File: config.mk
export PLATFORM = sky130hd
export DESIGN_NAME = mul_unit
export DESIGN_NICKNAME = d
export VERILOG_FILES = /design/src/rtl/mul_unit.sv
export SDC_FILE = /design/constraint.sdc
export NUM_CORES = 1
export LEC_CHECK = 0
export CAP_MARGIN = 20
export CORE_ASPECT_RATIO = 1.25
export CORE_MARGIN = 2
export CORE_UTILIZATION = 45
export DETAILED_ROUTE_END_ITERATION = 16
export GPL_TIMING_DRIVEN = 0
export PLACE_DENSITY = 0.74
export SKIP_CTS_REPAIR_TIMING = 1
export SYNTH_ARGS = -nofsm -noshare
export SYNTH_HDL_FRONTEND = slang
export SYNTH_SLANG_ARGS = --single-unit
File: constraint.sdc
create_clock -name clk -period 4.26 [get_ports clk]
set_input_delay 0.852 -clock clk [delete_from_list [all_inputs] [get_ports clk]]
set_output_delay 0.852 -clock clk [all_outputs]
set_load 0.005 [all_outputs]
File: src/rtl/mul_unit.sv
// mul_unit: iterative radix-2 shift-add multiplier for the RV32M multiply group
// (MUL, MULH, MULHSU, MULHU). Operands are reduced to magnitudes at accept time,
// multiplied over XLEN steps, and the product is re-signed on the final step so
// the result register is valid in the single DONE cycle.
module mul_unit #(
    parameter int XLEN = 32
) (
    input  logic            clk,
    input  logic            rst_n,
    input  logic            start,
    input  logic [3:0]      op,
    input  logic [XLEN-1:0] rs1_data,
    input  logic [XLEN-1:0] rs2_data,
    input  logic            flush,
    output logic            busy,
    output logic            done,
    output logic [XLEN-1:0] result,
    output logic            stall_req
);

    // ALUOp multiply codes produced by the decode stage
    localparam logic [3:0] MUL_OP_MUL    = 4'b1010;
    localparam logic [3:0] MUL_OP_MULH   = 4'b1011;
    localparam logic [3:0] MUL_OP_MULHSU = 4'b1100;
    localparam logic [3:0] MUL_OP_MULHU  = 4'b1101;

    localparam int CW = $clog2(XLEN) + 1;

    typedef enum logic [1:0] {
        S_IDLE = 2'd0,
        S_CALC = 2'd1,
        S_DONE = 2'd2
    } state_t;

    state_t                r_state;
    state_t                w_state_next;

    logic [3:0]            r_op;
    logic                  r_neg;
    logic [2*XLEN-1:0]     r_multiplicand;
    logic [XLEN-1:0]       r_multiplier;
    logic [2*XLEN-1:0]     r_acc;
    logic [CW-1:0]         r_count;
    logic [XLEN-1:0]       r_result;

    logic                  w_is_mul;
    logic                  w_accept;
    logic                  w_last_step;
    logic                  w_a_neg;
    logic                  w_b_neg;
    logic [XLEN-1:0]       w_a_mag;
    logic [XLEN-1:0]       w_b_mag;
    logic [2*XLEN-1:0]     w_acc_step;
    logic [2*XLEN-1:0]     w_product;
    logic [XLEN-1:0]       w_result_sel;

    assign w_is_mul = (op == MUL_OP_MUL) || (op == MUL_OP_MULH) ||
                      (op == MUL_OP_MULHSU) || (op == MUL_OP_MULHU);

    // flush wins over a simultaneous start
    assign w_accept    = (r_state == S_IDLE) && start && w_is_mul && !flush;
    assign w_last_step = (r_count == CW'(XLEN - 1));

    // Operand a is signed except for MULHU; operand b only for MUL/MULH.
    // The most-negative value negates to itself, which is its correct magnitude.
    assign w_a_neg = rs1_data[XLEN-1] && (op != MUL_OP_MULHU);
    assign w_b_neg = rs2_data[XLEN-1] && ((op == MUL_OP_MUL) || (op == MUL_OP_MULH));
    assign w_a_mag = w_a_neg ? (~rs1_data + 1'b1) : rs1_data;
    assign w_b_mag = w_b_neg ? (~rs2_data + 1'b1) : rs2_data;

    // One shift-add step; on the last step this is the full unsigned product
    assign w_acc_step   = r_multiplier[0] ? (r_acc + r_multiplicand) : r_acc;
    assign w_product    = r_neg ? (~w_acc_step + 1'b1) : w_acc_step;
    assign w_result_sel = (r_op == MUL_OP_MUL) ? w_product[XLEN-1:0]
                                               : w_product[2*XLEN-1:XLEN];

    assign stall_req = ((r_state == S_IDLE) && start && w_is_mul) || (r_state == S_CALC);
    assign busy      = (r_state == S_CALC) || (r_state == S_DONE);
    assign done      = (r_state == S_DONE);
    assign result    = r_result;

    // State register
    always_ff @(posedge clk or negedge rst_n) begin
        if (!rst_n) begin
            r_state <= S_IDLE;
        end else begin
            r_state <= w_state_next;
        end
    end

    // Next-state logic: IDLE -> CALC on accept, CALC -> DONE after XLEN steps,
    // DONE -> IDLE unconditionally; flush returns to IDLE from anywhere
    always_comb begin
        w_state_next = r_state;
        case (r_state)
            S_IDLE:  if (w_accept) w_state_next = S_CALC;
            S_CALC:  if (w_last_step) w_state_next = S_DONE;
            S_DONE:  w_state_next = S_IDLE;
            default: w_state_next = S_IDLE;
        endcase
        if (flush) begin
            w_state_next = S_IDLE;
        end
    end

    // Datapath: latch operands on accept, step in CALC, load result on the final step
    always_ff @(posedge clk or negedge rst_n) begin
        if (!rst_n) begin
            r_op           <= 4'd0;
            r_neg          <= 1'b0;
            r_multiplicand <= '0;
            r_multiplier   <= '0;
            r_acc          <= '0;
            r_count        <= '0;
            r_result       <= '0;
        end else if (w_accept) begin
            r_op           <= op;
            r_neg          <= w_a_neg ^ w_b_neg;
            r_multiplicand <= {{XLEN{1'b0}}, w_a_mag};
            r_multiplier   <= w_b_mag;
            r_acc          <= '0;
            r_count        <= '0;
        end else if ((r_state == S_CALC) && !flush) begin
            r_acc          <= w_acc_step;
            r_multiplicand <= r_multiplicand << 1;
            r_multiplier   <= r_multiplier >> 1;
            r_count        <= r_count + 1'b1;
            if (w_last_step) begin
                r_result <= w_result_sel;
            end
        end
    end

endmodule

==> flow_summary.json, run 1 <==
{
  "status": "complete, but fails checks",
  "violations": "setup timing",
  "hpwlAfterDp_mm": 62.6,
  "rsz0062_at_grt": "yes",
  "core_area_um2": 38300,
  "die_h_um": 225,
  "layout_min_cycle_time_ps": 4550,
  "place_congestion": 1.00,
  "power_uw": 11700,
  "slowest_stage": "dfrtp_1",
  "antenna_found_initial": 1,
  "placedCellCount": 2821,
  "die_area_um2": 40600,
  "fmax_mhz": 220,
  "path_cells": "ha_4, buf_4, a211oi_4, buf_4, o21ai_4, a221o_1, a211o_4, a21o_4, a221oi_4, and3_4, nand4_1, nor4_4, buf_6, mux2i_2, a211oi_2, a21o_1",
  "p_int_uw": 6040,
  "p_sw_share_pct": 48.5,
  "synthTopCellsByCount": "267 x nand2_1, 208 x o21ai_0, 205 x dfrtp_1",
  "async_flop_share_pct": 100,
  "firstDrtPassIters": 8,
  "drc_errors": 0,
  "grt_pass1_vias": 18700,
  "ys_seq_elements": 205,
  "drt_wl_total_mm": 80.7,
  "multi_input_area_um2": 12900,
  "cts_tree": "built",
  "cts-htree-levels": 1,
  "tightest_slew_ps": 1270,
  "synth_nets": 2362,
  "wl_met1_mm": 29.0,
  "vias_per_cell": 6.66,
  "cp.required_ps": 4710,
  "ff_latch_area_um2": 5140,
  "critPathMaxStageDelay_ps": 440,
  "setup_tns_ps": -3520,
  "wl_per_cell_um": 27.6,
  "grt_overflow": 0,
  "yosysMostFrequentCell": "nand2_1",
  "num_vias": 19500,
  "finalHoldViolCount": 0,
  "ys_warn_count": 0,
  "cts_inserted_buffers": 25,
  "start_kind": "flop",
  "clk_latency_ps": 560,
  "drive_above_1_share_pct": 15.7,
  "worstPathArrival_ps": 5000,
  "syn_area_um2": 17500,
  "num-nets-final": 2552,
  "cts_root_buf": "clkbuf_16",
  "grt_max_degree": 91,
  "yosys.area.top_type_share_pct": 29.2,
  "fill_cells": 3584,
  "synth_area_per_cell_um2": 7.91,
  "dpl_cell_area_um2": 19300,
  "p_leak_uw": 0.00865,
  "yosysSeqAreaShare_pct": 29.2,
  "wl_met3_mm": 4.88,
  "path_class": "flop to flop",
  "dr_wl_met2_mm": 38.8,
  "vdd_drop_max_mv": 0.294,
  "hp-class": "input pin to asynchronous set/reset pin",
  "groute.usage.overall_pct": 37.6,
  "fin_worst_skew_ps": 14.9,
  "grt_pass1_wl_mm": 115,
  "syn_to_final_growth_pct": 25.0,
  "synth_edf_count": 0,
  "drt-initial-drc-count": 1594,
  "p_clk_share_pct": 19.2,
  "relSlewSlack_pct": 15.1,
  "die_w_um": 181,
  "io_pins": 107,
  "ys_types": 102,
  "p_per_area_nw_per_um2": 535,
  "cts_num_sinks": 205,
  "p_switching_uw": 5690,
  "design_area_um2": 21900,
  "endpoint_kind": "flop",
  "clkSlewWorstSetupHoldPaths_ps": 60,
  "portBuffers": 105,
  "top_layer_used": "met4",
  "worstPathMaxFanout": 5,
  "layout_setup_ws_ps": -288,
  "ys.flop_type": "dfrtp_1",
  "max-cap-violations": 0,
  "postRouteAntennaNets": 0,
  "setup_viol": 27,
  "initial_core_util_pct": 45.8,
  "num_rows": 80,
  "layout.cells.non_filler": 2921,
  "synthTopCellsByArea": "dfrtp_1 29%, o21ai_0 5.9%, nand2_1 5.7%",
  "slew_violations": 0,
  "synth_top_area_cell": "dfrtp_1",
  "p_seq_share_pct": 23.6,
  "synth_cells": 2218,
  "fin_crit_sh_pct": 107,
  "p_comb_share_pct": 57.3,
  "clockBufferDepth": 3,
  "crit_path_frequent_cell": "buf_4"
}
-- cell families (layout without fill, tap and decap cells) --
group	count (synthesis)	after routing	synth area share, %
XOR/XNOR	104	104	5.19
adder cells (fa/ha/maj)	72	72	5.18
flip-flops	205	205	29.2
multiplexers	38	38	2.31
other	0	2	0
AND/OR/NAND/NOR	787	787	22.4
buffers and inverters	171	378	3.87
AO/OA/AOI/OAI	841	843	31.8
-- worst paths after layout --
check / from / endpoint / slack, ps / depth (start not counted)
worst max-delay path: r_acc[0]$_DFFE_PN0P_ / result[15]$_DFFE_PN0P_ / -290 / 16
worst min-delay path: rst_n / r_multiplicand[43]$_DFFE_PN0P_ / 180 / 1
worst max register to register: r_acc[0]$_DFFE_PN0P_ / result[15]$_DFFE_PN0P_ / -290 / 16
worst min register to register: result[11]$_DFFE_PN0P_ / result[11]$_DFFE_PN0P_ / 480 / 1
max in group asynchronous: rst_n / r_multiplicand[1]$_DFFE_PN0P_ / 2860 / 3
min in group clk: result[11]$_DFFE_PN0P_ / result[11]$_DFFE_PN0P_ / 480 / 1
-- state kept, by name, summed over array words and instances, names as in the netlist --
name,flops
r_acc,64
r_neg,1
r_state,2
r_op,4
r_multiplicand,64
r_count,6
r_multiplier,32
result,32
-- layout make-up --
cell class,instances,area share [%]
antenna,2,0.0228
buffer,122,2.66
clock buffer,33,3.22
clock inverter,13,0.639
inverter,39,0.685
multi-input combinational,1844,59.0
sequential,205,23.4
tap,492,2.81
timing repair buffer,171,7.50
-- placed cells by master, fill, tap and decap left out, types with 47 or more instances in the layout --
| cell | count |
|---|---|
| a22o_1 | 49 |
| xnor2_1 | 50 |
| buf_4 | 59 |
| nand2_1 | 262 |
| dfrtp_1 | 200 |
| nor3_1 | 57 |
| clkdlybuf4s50_1 | 104 |
| xor2_1 | 47 |
| ha_1 | 53 |
| a21oi_1 | 156 |
| clkbuf_1 | 82 |
| o21ai_0 | 185 |
| nor2_1 | 159 |
| a22oi_1 | 58 |
-- routing by layer --
metal / up-vias / GRT usage (%)
met5: - / 0
met2: 888 / 66.6
met1: 9443 / 40.4
li1: 8782 / -
met4: 0 / 28.4
met3: 346 / 6.10
-- critical path, delay by kind of cell, from the launching register on --
family                   cells  cell delay (ps)
buffers and inverters        3              510
AO/OA/AOI/OAI                8             2180
adder cells (fa/ha/maj)      1              190
flip-flops                   1              440
AND/OR/NAND/NOR              3              870
multiplexers                 1              250
-- metrics by stage --
| step | worst slack [ps] | utilization, % | hold slack, ps |
|---|---|---|---|
| global route | -303 | 57.2 | 209 |
| detailed placement | -2010 | 50.3 | 465 |
| finish | -288 | 57.2 | 185 |
| global placement | -6610 | 50.1 | 463 |
| floorplan | 178 | - | 449 |
| CTS | -2060 | 52.5 | 195 |
-- power groups by stage --
stage / clock network [µW] / registers, µW / logic [µW]
2_1_floorplan: 0 / 2580 / 3530
3_3_place_gp: 0 / 2730 / 5210
3_5_place_dp: 0 / 2740 / 5290
4_1_cts: 2250 / 2710 / 5320
5_1_grt: 2320 / 2800 / 7060
6_report: 2250 / 2760 / 6720
(Power assumes the default switching activity.)
==> run 2: changes to the inputs <==
--- a/constraint.sdc
+++ b/constraint.sdc
@@ -3,2 +3,2 @@
 set_output_delay 0.852 -clock clk [all_outputs]
-set_load 0.005 [all_outputs]
+set_load 0.01 [all_outputs]
==> results of run 2 <==
The final DEF is identical to that of run 1. Status: complete, but fails checks: setup timing.
==> run 3: changes to the inputs <==
Settings changed: REMOVE_ABC_BUFFERS from default to 1, SLEW_MARGIN from default to 20.
==> flow_summary.json, run 3 (synthesis results as in run 1) <==
{
  "slew_violations": 0,
  "drc_errors": 0,
  "p_leak_uw": 0.00845,
  "initial_core_util_pct": 45.8,
  "drive_above_1_share_pct": 13.7,
  "status": "complete, but fails checks",
  "fin_crit_sh_pct": 105,
  "worstPathMaxFanout": 5,
  "die_w_um": 181,
  "portBuffers": 106,
  "num-nets-final": 2438,
  "finalHoldViolCount": 0,
  "drt_wl_total_mm": 66.2,
  "grt_max_degree": 97,
  "place_congestion": 1.01,
  "crit_path_frequent_cell": "buf_4",
  "io_pins": 107,
  "clk_latency_ps": 570,
  "busiest_layer": "met2",
  "violations": "setup timing",
  "grt_overflow": 0,
  "wl_per_cell_um": 23.6,
  "crit_start": "r_multiplicand[1]$_DFFE_PN0P_",
  "p_per_area_nw_per_um2": 518,
  "cts_tree": "built",
  "cts-htree-levels": 1,
  "vias_per_cell": 6.66,
  "postRouteAntennaNets": 0,
  "top_regs": "r_acc (64), r_multiplicand (64)",
  "endpoint_kind": "flop",
  "start_kind": "flop",
  "power_uw": 11100,
  "fmax_mhz": 224,
  "fill_cells": 3471,
  "max-cap-violations": 0,
  "met3_usage_pct": 4.34,
  "grt_pass1_vias": 17500,
  "syn_to_final_growth_pct": 22.3,
  "firstDrtPassIters": 5,
  "num_rows": 80,
  "relSlewSlack_pct": 27.8,
  "worstPathArrival_ps": 4910,
  "layout_min_cycle_time_ps": 4450,
  "die_area_um2": 40600,
  "drt-initial-drc-count": 1737,
  "rrSetupSlack_ps": -190,
  "use_met1_pct": 35.0,
  "fin_worst_skew_ps": 15.2,
  "cp_top_family": "compound AO/OA/AOI/OAI gates",
  "die_h_um": 225,
  "clkSlewWorstSetupHoldPaths_ps": 70,
  "cts_inserted_buffers": 25,
  "cts_num_sinks": 205,
  "core_area_um2": 38300,
  "hpwlAfterDp_mm": 48.8,
  "slowest_stage": "a211o_2",
  "worst-path-buf-inv": 3,
  "hold_slack_ps": 168,
  "clockBufferDepth": 3,
  "reg2reg_from": "r_multiplicand[1]$_DFFE_PN0P_",
  "groute.usage.overall_pct": 30.4,
  "vdd_drop_max_mv": 0.371,
  "final_common_cell": "nand2_1",
  "setup_viol": 18,
  "path_cells": "ha_4, a211oi_4, buf_4, o21ai_1, a221o_1, a211o_2, a21o_2, a221oi_4, and3_4, nand4_1, buf_4, nor4_4, buf_4, mux2i_1, a211oi_2, a21o_1",
  "grt_util_met2_pct": 52.7,
  "layout_setup_ws_ps": -195,
  "hp-class": "input pin to asynchronous set/reset pin",
  "tightest_slew_ps": 1070,
  "cts_root_buf": "clkbuf_16",
  "antenna_found_initial": 0,
  "critPathMaxStageDelay_ps": 460,
  "rsz0062_at_grt": "yes",
  "mostFrequentLayoutCells": "264 x nand2_1, 202 x dfrtp_1, 192 x o21ai_0",
  "num_vias": 18700,
  "diodes": 0,
  "cp.required_ps": 4720,
  "grt_pass1_wl_mm": 97.9,
  "path_class": "flop to flop"
}
==> run 3: changes by cell type in the layout (fill, tap and decap cells not counted), moves of 6 or more <==
cell	before	now
clkbuf_1	82	3
clkbuf_4	17	1
a21oi_1	156	170
a21oi_2	27	14
ha_1	53	41
ha_2	6	17
buf_4	59	49
buf_2	10	1
o21ai_0	185	192
buf_1	6	0
buf_16	2	8
==> run 3: per-stage QoR <==
step                      cell area, µm²  cells  TNS [ps]  setup slack [ps]  util [%]
after floorplan                    17000   2086   -129410             -3040         -
after global placement             18700   2684  -2079820             -6620      48.7
after detailed placement           19200   2701    -30650             -1320      50.0
after CTS                          20000   2747    -31400             -1350      52.2
after global routing               21500   2805     -4180              -255      56.0
final                              21500   2805     -1430              -195      56.0
==> run 3: where the power goes <==
part / total (µW) / leakage, µW / switching [µW] / internal [µW]
Clock: 2300 / 0.000426 / 958 / 1340
Sequential: 2800 / 0.00275 / 470 / 2330
Combinational: 6020 / 0.00528 / 3740 / 2280
Total: 11100 / 0.00845 / 5160 / 5960
==> run 3: area by class of cell <==
cell class                 instances  area [µm²]  share of cell area [%]
tap                              492         616                    2.87
sequential                       205        5140                    23.9
timing repair buffer             180        1910                    8.92
clock buffer                      36         747                    3.48
multi-input combinational       1843       12800                    59.5
clock inverter                    10         118                   0.548
inverter                          39         159                   0.741
==> run 3: worst paths after layout <==
kind | endpoint | cells after the start
worst max-delay path | result[15]$_DFFE_PN0P_ | 16
min in group clk | result[23]$_DFFE_PN0P_ | 2
worst min register to register | result[23]$_DFFE_PN0P_ | 2
worst min-delay path | r_acc[45]$_DFFE_PN0P_ | 1
max in group asynchronous | r_multiplicand[1]$_DFFE_PN0P_ | 2
worst max register to register | result[15]$_DFFE_PN0P_ | 16
==> run 3: routing by layer <==
layer | vias to the layer above | share of wire (%) | routed length (µm)
li1 | 8548 | - | -
met1 | 9028 | 38 | 25200
met2 | 870 | 48 | 31900
met3 | 244 | 6.4 | 4250
met4 | 0 | 7.4 | 4900
met5 | - | 0 | 0
